===== config.mk =====
export PLATFORM = sky130hd
export DESIGN_NAME = parallel_to_serial_rf
export DESIGN_NICKNAME = d
export VERILOG_FILES = /design/src/rtl/parallel_to_serial_rf.sv
export SDC_FILE = /design/constraint.sdc
export NUM_CORES = 1
export LEC_CHECK = 0
export BUFFER_PORTS_ARGS = -buffer_cell sky130_fd_sc_hd__buf_2
export CAP_MARGIN = 20
export CORE_ASPECT_RATIO = 1.5
export CORE_UTILIZATION = 54
export DETAILED_ROUTE_END_ITERATION = 8
export GPL_TIMING_DRIVEN = 0
export PLACE_DENSITY = 0.79
export SYNTH_ARGS = -nofsm -noshare
export SYNTH_HDL_FRONTEND = slang
export SYNTH_SLANG_ARGS = --single-unit

===== constraint.sdc =====
create_clock -name clk -period 2.63 [get_ports clk]
set_clock_uncertainty 0.05 [all_clocks]
set_input_delay 0.526 -clock clk [delete_from_list [all_inputs] [get_ports clk]]
set_output_delay 0.526 -clock clk [all_outputs]
set_load 0.01 [all_outputs]

===== src/rtl/parallel_to_serial_rf.sv =====
// parallel_to_serial_rf: unpacks a word of N_ELEMS elements into a valid/ready element stream, lowest index first.
module parallel_to_serial_rf #(
    parameter int WIDTH   = 1,
    parameter int N_ELEMS = 4
) (
    input  logic                       clk,
    input  logic                       rst,
    input  logic                       in_valid,
    output logic                       in_ready,
    input  logic [N_ELEMS*WIDTH-1:0]   in,
    output logic                       out_valid,
    input  logic                       out_ready,
    output logic [WIDTH-1:0]           out,
    output logic                       out_last,
    output logic [31:0]                out_idx
);
    typedef enum logic {EMPTY, STREAM} state_t;
    state_t state, state_n;
    logic [N_ELEMS*WIDTH-1:0] data, data_n;
    logic [31:0] idx, idx_n;
    logic load, take;
    always_comb begin
        out_valid = state == STREAM;
        out       = out_valid ? data[idx*WIDTH +: WIDTH] : '0;
        out_last  = out_valid & (idx == 32'(N_ELEMS - 1));
        out_idx   = out_valid ? idx : '0;
        // the final take frees the word slot in the same cycle, so the next word loads bubble-free
        in_ready  = !rst & ((state == EMPTY) | (out_ready & out_last));
        load      = in_valid & in_ready;
        take      = out_valid & out_ready;
        state_n   = state;
        data_n    = data;
        idx_n     = idx;
        if (load) begin
            data_n  = in;
            idx_n   = '0;
            state_n = STREAM;
        end else if (take) begin
            state_n = out_last ? EMPTY : STREAM;
            idx_n   = out_last ? idx : idx + 32'd1;
        end
    end
    always_ff @(posedge clk) begin
        if (rst) begin
            state <= EMPTY;
            idx   <= '0;
        end else begin
            state <= state_n;
            idx   <= idx_n;
        end
    end
    always_ff @(posedge clk) data <= data_n;
endmodule


==> run summary <==
Status -> complete, but fails checks
Failing checks -> negative setup slack
Worst Path Arrival -> 2.05 ns
Mapped Area -> 2057 um^2
Mux cell area share after synthesis -> 1.582%
Leakage Power -> 0.9261 nW
Main combinational cell family by area after synthesis -> simple AND/OR/NAND/NOR gates
Final hold slack -> 0.3584 ns
Post-Place Cells -> 332
Post-Synth XOR/XNOR Area -> 8.090%
Post-route ant nets -> 0
Critical register-to-register path startpoint -> idx[13]
Clock Sinks -> 37
Final instance area -> 2459 um^2
Hold Path End -> data[1]
Worst r2r dst -> data[2]
Die ar. -> 4065 um^2
Clock slew seen by the registers of the worst setup and hold paths -> 0.08 ns
Critical path class -> reg2out
Buffers on Ports -> 43
Seq pwr share -> 56.5%
Initial Utilization -> 56.38%
Pre-CTS WS -> 0.03530 ns
Core outline area -> 3649 um^2
Dominant cells by area after synthesis -> dfxtp_1 (32%), and2_1 (11%), xnor2_1 (6.4%), edfxtp_1 (5.8%), nor2_1 (5.5%)
Die W -> 52.40 um
Row count -> 27
Power Total -> 1.018 mW
Fin nets -> 307
Number of synthesized flops with an enable pin -> 4
Global-route wire length before repair -> 8500 um
Max clock buf depth -> 2
Unrepaired setup endpoints after global routing -> yes
DP Area -> 2326 um^2
Synth Flop Type -> dfxtp_1
Final setup fails -> 1
Kind of end point of the critical path -> output port
Syn avg cell area -> 8.362 um^2
Iter 0 DRT Violations -> 66
Power share of the combinational group -> 5.6%
Min-delay worst type -> in2reg
Clk root buf -> clkbuf_8
Int Pwr -> 777.2 uW
Finished Core Util -> 67.39%
Vias in the first global route -> 1877
Clock power share -> 37.9%
Yosys top cell area share -> 32.12%
Post-Synth Adder-Cell Area -> 0.6083%
Routability cong. -> 0.9565
Non-filler instance count after layout -> 342
Hold depth -> 1
NetSw -> 240.9 uW
Max-slew violation count -> 0
Maximum vdd drop -> 0.0004220 V
Yosys warnings -> 0
DP HPWL -> 3691 um
Most common cell after layout, fill and taps aside -> buf_2
Synthesized net count -> 255
Drt pass-1 iters -> 4
Seq/Total Area, Yosys -> 37.96%
Reg2Reg Setup Slack -> 0.24 ns
Number of diodes -> 0
Pwr/cell area -> 414.1 nW/um^2
Compound-gate portion of the synthesized area -> 7.543%
Final hold vios -> 0
Vias -> 1968
Post-Synth Simple-Gate Area -> 39.36%
Crit path launch type -> flop
Setup TNS -> -0.00006084 ns
Syn Inst Count -> 246
Synthesis-to-layout area growth -> 19.53%
Tightest Pin Transition -> 0.5454 ns
Slowest stage delay, CP -> 0.52 ns
CTS tree -> done
R2R depth -> 4
Die height -> 77.59 um
IO Count -> 44
Worst path cell trace -> nor4_2 -> nand4_1 -> o41a_1 -> nor2_1 -> buf_2
Synth unique cells -> 35
Initial antenna violation count -> 0
WP data required -> 2.05 ns
Final wirelength -> 5000 um
Most frequent cells in the layout -> buf_2 (45), and2_1 (35), dfxtp_1 (32)
Max_cap viols -> 0
Fmax -> 380.2 MHz
Final worst path period share -> 100.0%
Fraction of registers with async set/reset -> 0%
Startpoint of the worst hold path -> in[1]
Drt drc -> 0
Grt ovf -> 0
Clk Latency, worst-skew pair -> 0.30 ns
Number of buffers created by CTS -> 5
Max FO, Critical Path -> 7
Slowest cell on crit path -> o41a_1
Layout cells sized above 1 -> 24.75%
Crit path time final -> 2.630 ns
Synthesis-stage register bit count -> 37
Wire per inst -> 14.62 um
Max-slew headroom -> 63.36%
Switching Share -> 23.66%
Final worst slack -> -0.00006084 ns
All-Layer GR Usage -> 27.62%
H-tree levels -> 2
Yosys top cell by area -> dfxtp_1
Largest net degree at the start of global routing -> 12
Fillers -> 331
Vias per cell -> 5.754
## worst max-delay path, delay by kind of cell (launching register included)
| family | cells | cell delay [ns] |
|---|---|---|
| compound gates | 1 | 0.52 |
| buf+inv | 1 | 0.13 |
| flops | 1 | 0.37 |
| simple gates | 3 | 0.73 |
## kinds of logic (layout without fill, tap and decap cells)
| logic type | count (synthesis) | in the layout |
|---|---|---|
| simple gates | 140 | 140 |
| flops | 37 | 37 |
| compound gates | 26 | 26 |
| buf+inv | 21 | 74 |
| xor+xnor | 19 | 19 |
| mux | 2 | 2 |
| fa+ha+maj | 1 | 1 |
## cell type report
| class | instances | area, um^2 | area share, % |
|---|---|---|---|
| Sequential cell | 37 | 784.5 | 31.91 |
| Buffer | 15 | 77.57 | 3.155 |
| Inverter | 6 | 22.52 | 0.9160 |
| Tap cell | 43 | 53.80 | 2.188 |
| Clock buffer | 6 | 72.57 | 2.952 |
| Clock inverter | 2 | 10.01 | 0.4071 |
| Timing Repair Buffer | 45 | 230.2 | 9.364 |
| Multi-Input combinational cell | 188 | 1207 | 49.11 |
## power groups by stage
stage | registers (mW) | clock network [mW] | logic (mW)
global placement | 0.589 | 0 | 0.0548
finish | 0.576 | 0.385 | 0.0569
detailed placement | 0.590 | 0 | 0.0562
floorplan | 0.589 | 0 | 0.0346
global route | 0.576 | 0.411 | 0.0625
CTS | 0.577 | 0.389 | 0.0573
## state kept, by name, indices dropped and copies added, names as in the netlist
signal     cells
idx           32
out_valid      1
data           4
## synth_stat cells, types with 8 or more instances
cell / instances
a21oi_1: 12
and2_1: 35
clkbuf_1: 9
dfxtp_1: 33
nand2_1: 8
nand3_1: 14
nand4_1: 12
nor2_1: 30
nor4_1: 8
o21ai_0: 8
or3_1: 8
xnor2_1: 15
## metal layers
layer  part of all wire, %  up-vias  wire length, um  GRT usage [%]
li1                      -      973                -              -
met1                    40      909             1979          31.60
met2                    51       68             2569          46.96
met3                   5.8       18              289          6.275
met4                   3.2        0              162          12.37
met5                     0        -                0              0
## worst max path at each step
stage,start,to,slack (ns),cells past startpoint
6_report,idx[13],in_ready,-0.00006,5
3_5_place_dp,idx[1],data[2],0.04,5
5_1_grt,idx[13],in_ready,-0.08,5
2_1_floorplan,idx[1],data[0],0.44,5
3_3_place_gp,idx[1],data[0],0.04,5
4_1_cts,idx[13],in_ready,0.03,5
## timing repair
action / 4_1_cts / 5_1_grt
gates resized for setup: 5 / 3
setup endpoints to repair: 2 / 2
hold buffers: 0 / 0
setup buffers: 2 / 0
gates cloned: 0 / 0
pin swaps: 1 / 0
No activity file was read; power rests on OpenSTA's default activity.
